--- src/rtl/pe_pkg.sv ---
// pe_pkg: shared PE widths, FSM state type and default modulus.
package pe_pkg;
  localparam int COEFF_W = 23;
  localparam int MOD_IN_W = 24;
  localparam logic [COEFF_W-1:0] Q_DILITHIUM = 23'd8380417;
  typedef enum logic [1:0] {IDLE, RUN, DRAIN, DONE} poly_add_state_t;
endpackage

--- src/rtl/poly_add_ctrl_if.sv ---
// poly_add_ctrl_if: job control, bank read and result write signals of poly_add_ctrl.
// slave = controller side, master = RAM/host side; sub_i exists only with POLY_SUB_EN.
interface poly_add_ctrl_if import pe_pkg::*; #(parameter int AW = 8);
  logic start_i;
  logic [COEFF_W-1:0] q_i;
`ifdef POLY_SUB_EN
  logic sub_i;
`endif
  logic busy_o;
  logic done_o;
  logic rd_en_o;
  logic [AW-1:0] rd_addr_o;
  logic [COEFF_W-1:0] a_rdata_i;
  logic [COEFF_W-1:0] b_rdata_i;
  logic wr_en_o;
  logic [AW-1:0] wr_addr_o;
  logic [COEFF_W-1:0] wr_data_o;
  modport slave (
    input start_i, q_i, a_rdata_i, b_rdata_i,
`ifdef POLY_SUB_EN
    input sub_i,
`endif
    output busy_o, done_o, rd_en_o, rd_addr_o, wr_en_o, wr_addr_o, wr_data_o
  );
  modport master (
    output start_i, q_i, a_rdata_i, b_rdata_i,
`ifdef POLY_SUB_EN
    output sub_i,
`endif
    input busy_o, done_o, rd_en_o, rd_addr_o, wr_en_o, wr_addr_o, wr_data_o
  );
endinterface

--- src/rtl/mod_add.sv ---
// mod_add: combinational (a + b) mod q for operands already below q.
// Ports: a_i, b_i, q_i operands/modulus; c_o result in [0, q-1].
module mod_add import pe_pkg::*; (
  input  logic [MOD_IN_W-1:0] a_i,
  input  logic [MOD_IN_W-1:0] b_i,
  input  logic [MOD_IN_W-1:0] q_i,
  output logic [MOD_IN_W-1:0] c_o
);
  logic [MOD_IN_W:0] s;
  assign s = {1'b0, a_i} + {1'b0, b_i};
  assign c_o = (s >= {1'b0, q_i}) ? MOD_IN_W'(s - {1'b0, q_i}) : s[MOD_IN_W-1:0];
endmodule

--- src/rtl/poly_add_ctrl.sv ---
// poly_add_ctrl: streams banks A and B through mod_add and writes (a+b) mod q back, one coefficient per cycle.
// Ports: clk_i, rst_i (sync, active high); bus (poly_add_ctrl_if.slave) carries start/q, bank reads and result writes.
// Macro POLY_SUB_EN adds sub_i and a stage-2 negation mux so the block computes (a-b) mod q.
module poly_add_ctrl import pe_pkg::*; #(
  parameter int N_COEFF = 256,
  parameter int AW = 8
) (
  input logic clk_i,
  input logic rst_i,
  poly_add_ctrl_if.slave bus
);
  localparam logic [AW-1:0] LAST = AW'(N_COEFF - 1);
  poly_add_state_t state, state_n;
  logic [AW-1:0] cnt, a1;
  logic d, v1;
  logic [COEFF_W-1:0] q_r, b_op;
  logic [MOD_IN_W-1:0] c;
`ifdef POLY_SUB_EN
  logic sub_r;
  assign b_op = !sub_r ? bus.b_rdata_i : (bus.b_rdata_i == '0) ? '0 : q_r - bus.b_rdata_i;
`else
  assign b_op = bus.b_rdata_i;
`endif
  mod_add u_mod_add (
    .a_i({1'b0, bus.a_rdata_i}),
    .b_i({1'b0, b_op}),
    .q_i({1'b0, q_r}),
    .c_o(c)
  );
  always_ff @(posedge clk_i) state <= rst_i ? IDLE : state_n;
  // d marks the second DRAIN cycle, after which the last write has left stage 2
  always_comb begin
    state_n = (state == IDLE && bus.start_i) ? RUN :
              (state == RUN && cnt == LAST) ? DRAIN :
              (state == DRAIN && d) ? DONE :
              (state == DONE) ? IDLE : state;
    bus.rd_en_o = state == RUN;
    bus.rd_addr_o = (state == RUN) ? cnt : '0;
    bus.busy_o = state == RUN || state == DRAIN;
    bus.done_o = state == DONE;
  end
  always_ff @(posedge clk_i) begin
    if (rst_i) begin
      cnt <= '0;
      d <= 1'b0;
      v1 <= 1'b0;
      a1 <= '0;
      q_r <= '0;
      bus.wr_en_o <= 1'b0;
      bus.wr_addr_o <= '0;
      bus.wr_data_o <= '0;
`ifdef POLY_SUB_EN
      sub_r <= 1'b0;
`endif
    end else begin
      cnt <= (state == IDLE) ? '0 : (state == RUN && cnt != LAST) ? cnt + 1'b1 : cnt;
      d <= state == DRAIN && !d;
      v1 <= state == RUN;
      a1 <= cnt;
      bus.wr_en_o <= v1;
      if (v1) begin
        bus.wr_addr_o <= a1;
        bus.wr_data_o <= COEFF_W'(c);
      end
      if (state == IDLE && bus.start_i) begin
        q_r <= bus.q_i;
`ifdef POLY_SUB_EN
        sub_r <= bus.sub_i;
`endif
      end
    end
  end
endmodule
--- src/flat_wrapper.sv ---
// flat-port wrapper written by rule: the top's interface ports become plain ports
module poly_add_ctrl_flat import pe_pkg::*;
#(
  parameter int N_COEFF = 256,
  parameter int AW = 8
)
  (clk_i, rst_i, bus_start_i, bus_q_i, bus_a_rdata_i, bus_b_rdata_i, bus_busy_o, bus_done_o, bus_rd_en_o, bus_rd_addr_o, bus_wr_en_o, bus_wr_addr_o, bus_wr_data_o);
  poly_add_ctrl_if #(.AW(AW)) bus_i ();
  input logic clk_i;
  input logic rst_i;
  input wire logic [$bits(bus_i.start_i)-1:0] bus_start_i;
  input wire logic [$bits(bus_i.q_i)-1:0] bus_q_i;
  input wire logic [$bits(bus_i.a_rdata_i)-1:0] bus_a_rdata_i;
  input wire logic [$bits(bus_i.b_rdata_i)-1:0] bus_b_rdata_i;
  output wire logic [$bits(bus_i.busy_o)-1:0] bus_busy_o;
  output wire logic [$bits(bus_i.done_o)-1:0] bus_done_o;
  output wire logic [$bits(bus_i.rd_en_o)-1:0] bus_rd_en_o;
  output wire logic [$bits(bus_i.rd_addr_o)-1:0] bus_rd_addr_o;
  output wire logic [$bits(bus_i.wr_en_o)-1:0] bus_wr_en_o;
  output wire logic [$bits(bus_i.wr_addr_o)-1:0] bus_wr_addr_o;
  output wire logic [$bits(bus_i.wr_data_o)-1:0] bus_wr_data_o;
  assign bus_i.start_i = bus_start_i;
  assign bus_i.q_i = bus_q_i;
  assign bus_i.a_rdata_i = bus_a_rdata_i;
  assign bus_i.b_rdata_i = bus_b_rdata_i;
  assign bus_busy_o = bus_i.busy_o;
  assign bus_done_o = bus_i.done_o;
  assign bus_rd_en_o = bus_i.rd_en_o;
  assign bus_rd_addr_o = bus_i.rd_addr_o;
  assign bus_wr_en_o = bus_i.wr_en_o;
  assign bus_wr_addr_o = bus_i.wr_addr_o;
  assign bus_wr_data_o = bus_i.wr_data_o;
  poly_add_ctrl #(.N_COEFF(N_COEFF), .AW(AW)) u_core (.clk_i(clk_i), .rst_i(rst_i), .bus(bus_i));
endmodule
--- config.mk ---
export PLATFORM = sky130hd
export DESIGN_NAME = poly_add_ctrl_flat
export DESIGN_NICKNAME = d
export VERILOG_FILES = /design/src/rtl/pe_pkg.sv /design/src/rtl/poly_add_ctrl_if.sv /design/src/rtl/mod_add.sv /design/src/rtl/poly_add_ctrl.sv /design/src/flat_wrapper.sv
export SDC_FILE = /design/constraint.sdc
export NUM_CORES = 1
export LEC_CHECK = 0
export ABC_AREA = 1
export CORE_AREA = 2 2 109 111
export CTS_CLUSTER_SIZE = 24
export DETAILED_ROUTE_END_ITERATION = 8
export DIE_AREA = 0 0 111 113
export PLACE_DENSITY = 0.82
export SETUP_SLACK_MARGIN = 0.4
export SLEW_MARGIN = 20
export SYNTH_ARGS = -nofsm -noshare
export SYNTH_HDL_FRONTEND = slang
export SYNTH_SLANG_ARGS = --single-unit
--- constraint.sdc ---
create_clock -name clk_i -period 4.4 [get_ports clk_i]
set_clock_uncertainty 0.2 [all_clocks]
set_input_delay 0.66 -clock clk_i [delete_from_list [all_inputs] [get_ports clk_i]]
set_output_delay 0.66 -clock clk_i [all_outputs]
set_load 0.01 [all_outputs]
==> results_dict.tcl <==
set metrics [dict create \
    ys_ff_latch 75 \
    syn2layout_area_growth_pct 56.2 \
    violations "design-rule violations" \
    required_ns 4.48 \
    io_pins 115 \
    placed_cells 1210 \
    grt_usage 0.311 \
    endpoint_kind "flip-flop" \
    min_period_over_period 0.970 \
    io_buffers 114 \
    wire_per_inst_um 21.7 \
    synth_area_um2 6060 \
    post-route-min-period_ns 4.27 \
    synth-main-ff-cell "dfxtp_1" \
    dp_hpwl_um 13600 \
    cts_sinks 75 \
    cts_tree "built" \
    synth_compound_area_frac 0.176 \
    pwr-share-seq 0.202 \
    synth_xor_area_frac 0.0404 \
    antenna_found_initial 1 \
    setup_viol 0 \
    first_global_vias 6864 \
    root_buffer "clkbuf_16" \
    yosys-top-cells-area "dfxtp_1 25%, nand2_1 12%, ha_1 11%, inv_1 8.2%, a21oi_1 6.7%" \
    vias_per_cell 6.37 \
    hold_class "reg -> reg" \
    synth_top_family_by_area "simple AND/OR/NAND/NOR gates" \
    synth.distinct_cells 44 \
    status "finished, violations left" \
    clk_latency_ns 0.35 \
    synth_edf_count 0 \
    fin_cells 1262 \
    power_density_nw_per_um2 393 \
    vias 8042 \
    yosys_warnings 0 \
    syn_nets 1046 \
    max_freq_mhz 234 \
    fp.dieH_um 113 \
    synth_fa_ha_area_frac 0.112 \
    power.switching_mw 1.62 \
    leakagePower_nw 4.41 \
    maxCapViolCount 0 \
    hold_viol 0 \
    yosysMostFrequentCell "nand2_1" \
    wl_um 27400 \
    gr-total-overflow 0 \
    synth-seq-area-share 0.248 \
    synth_mux_area_frac 0 \
    finalWeightedCongestion 1.01 \
    synth_top_cell_by_area "dfxtp_1" \
    drt_iter0_markers 1307 \
    p_sw_frac 0.434 \
    initial_core_util 0.538 \
    cts_made_buffers 9 \
    grt_max_degree 37 \
    synth_common_cells "199 x nand2_1, 133 x inv_1, 81 x a21oi_1, 79 x nor2_1, 75 x dfxtp_1" \
    postSynthAreaPerCell_um2 6.58 \
    tns_ns 0 \
    maxSlewViolCount 0 \
    coreArea_um2 11300 \
    worst_slew_pin_slew_ns 1.09 \
    final_cell_area_um2 9480 \
    clk_path_buf_depth 2 \
    die_x_um 111 \
    drtPass1Iterations 9 \
    worst_slack_ns 0.132 \
    yosysTopAreaCellShare 0.248 \
    cp-start-kind "input port" \
    p_comb_frac 0.586 \
    ant_nets 0 \
    internal_power_mw 2.11 \
    syn_inst 921 \
    cts_max_level 3 \
    grt_pass1_wl_um 32200 \
    clk_pin_slew_ns 0.07 \
    placed_area_um2 7740 \
    drive_gt1_frac 0.285 \
    final_nets 1238 \
    critical_path_class "in -> reg" \
    rows 39 \
    drc 81 \
    vdd_ir_drop_max_mv 0.272 \
    dieArea_um2 12500 \
    whs_ns 0.215 \
    holdBufCountCts 0 \
    critPathArrivalTime_ns 4.34 \
    synthArstFlopShare 0 \
    slew-limit-headroom 0.270 \
    cp_max_fo 6 \
    dp_slack_ns -0.171 \
    share_clk_of_total_power 0.212 \
    synthSimpleGateAreaFrac 0.312 \
]
flip-flops by register name (all words and copies together), names as in the netlist:
name / count
u_core.bus.wr_en_o: 1
u_core.bus.wr_addr_o: 8
u_core.state: 2
u_core.a1: 8
u_core.cnt: 8
u_core.v1: 1
u_core.bus.wr_data_o: 23
u_core.d: 1
u_core.q_r: 23
critical path, cell delays in order:
cell and delay (ns):
clkdlybuf4s15_1 0.18, ha_2 0.21, fa_2 0.37, nand2_2 0.12, nand2_2 0.09, nand2_4 0.13
buf_4 0.12, buf_4 0.10, nor3_4 0.04, nor2_1 0.14, nand2_1 0.07, nand2_1 0.11
inv_1 0.09, ha_4 0.30, nand2_2 0.08, inv_2 0.08, nand2_2 0.09, nor2_1 0.24
nand2_1 0.11, nand4_1 0.11, nand2_1 0.08, nand2_2 0.08, nand2_4 0.07, buf_6 0.15
clkbuf_16 0.15, nand4_1 0.09, nand3_1 0.13, a21oi_1 0.17
what timing repair did:
item | CTS | global route
buffers inserted | 16 | 15
pin swaps | 25 | 82
setup endpoints to repair | 23 | 23
resized for setup | 73 | 157
gates cloned | 2 | 2
through the flow:
stage / utilization / total power, mW
global route: 0.841 / 3.85
finish: 0.841 / 3.72
CTS: 0.766 / 3.22
global placement: 0.687 / 2.22
detailed placement: 0.687 / 2.25
floorplan: - / 1.72
metal layers:
metal | share of wire | vias to the layer above | global-route usage | routed length [µm]
li1 | - | 3402 | - | -
met1 | 0.34 | 3587 | 0.388 | 9320
met2 | 0.43 | 761 | 0.527 | 11900
met3 | 0.13 | 292 | 0.0589 | 3540
met4 | 0.098 | 0 | 0.135 | 2680
met5 | 0 | - | 0 | 0
placed cells by master, fill, tap and decap left out, types with 3 or more instances in the layout:
| cell type | n |
|---|---|
| nand2_1 | 156 |
| inv_1 | 129 |
| buf_4 | 79 |
| clkdlybuf4s50_1 | 75 |
| dfxtp_1 | 75 |
| nor2_1 | 69 |
| a21oi_1 | 67 |
| o21ai_0 | 48 |
| nand2_2 | 47 |
| nand4_1 | 40 |
| dlymetal6s2s_1 | 36 |
| ha_4 | 30 |
| a21oi_2 | 28 |
| nand3_1 | 27 |
| nand3_2 | 23 |
| ha_1 | 19 |
| inv_2 | 14 |
| nand2_4 | 13 |
| xor2_1 | 12 |
| clkbuf_16 | 11 |
| o21ai_1 | 9 |
| a21oi_4 | 8 |
| nor2_2 | 7 |
| nor3_1 | 7 |
| xnor2_1 | 7 |
| xor2_2 | 7 |
| buf_12 | 7 |
| nor2_4 | 6 |
| o21ai_4 | 4 |
| o21bai_1 | 4 |
| buf_6 | 4 |
| nor3_2 | 3 |
| o21ai_2 | 3 |
| o21a_1 | 3 |
| nand3b_1 | 3 |
| nor3_4 | 3 |
kinds of logic (layout without fill, tap and decap cells):
family | Yosys count | in the layout
buffers and inverters | 170 | 367
xor gates and xnor gates | 28 | 28
adders and majority gates | 53 | 53
and+or+nand+nor | 410 | 410
DFF | 75 | 75
AOI/OAI and AO/OA | 185 | 185
other | 0 | 1
power by group through the flow:
stage / Combinational, mW / Clock (mW) / Sequential [mW]
after CTS: 1.69 / 0.778 / 0.749
after global routing: 2.28 / 0.816 / 0.756
final: 2.18 / 0.789 / 0.752
after global placement: 1.46 / 0 / 0.762
after floorplan: 0.950 / 0 / 0.772
after detailed placement: 1.48 / 0 / 0.763
layout make-up:
class	instances	area (µm²)
tap	143	179
multi-input combinational	676	4840
inverter	143	537
timing repair buffer	208	2110
clock inverter	7	83.8
clock buffer	9	225
antenna	1	2.50
sequential	75	1500
fill	563	1800
worst paths after layout:
| check | slack, ns | startpoint | to | cells after the start |
|---|---|---|---|---|
| worst min-delay path | 0.22 | u_core.d | u_core.d | 1 |
| worst min register to register | 0.22 | u_core.d | u_core.d | 1 |
| worst max register to register | 1.30 | u_core.q_r[0] | u_core.bus.wr_data_o[18] | 13 |
| worst max-delay path | 0.13 | bus_b_rdata_i[0] | u_core.bus.wr_data_o[0] | 28 |
Power figures use the tool's default switching activity.
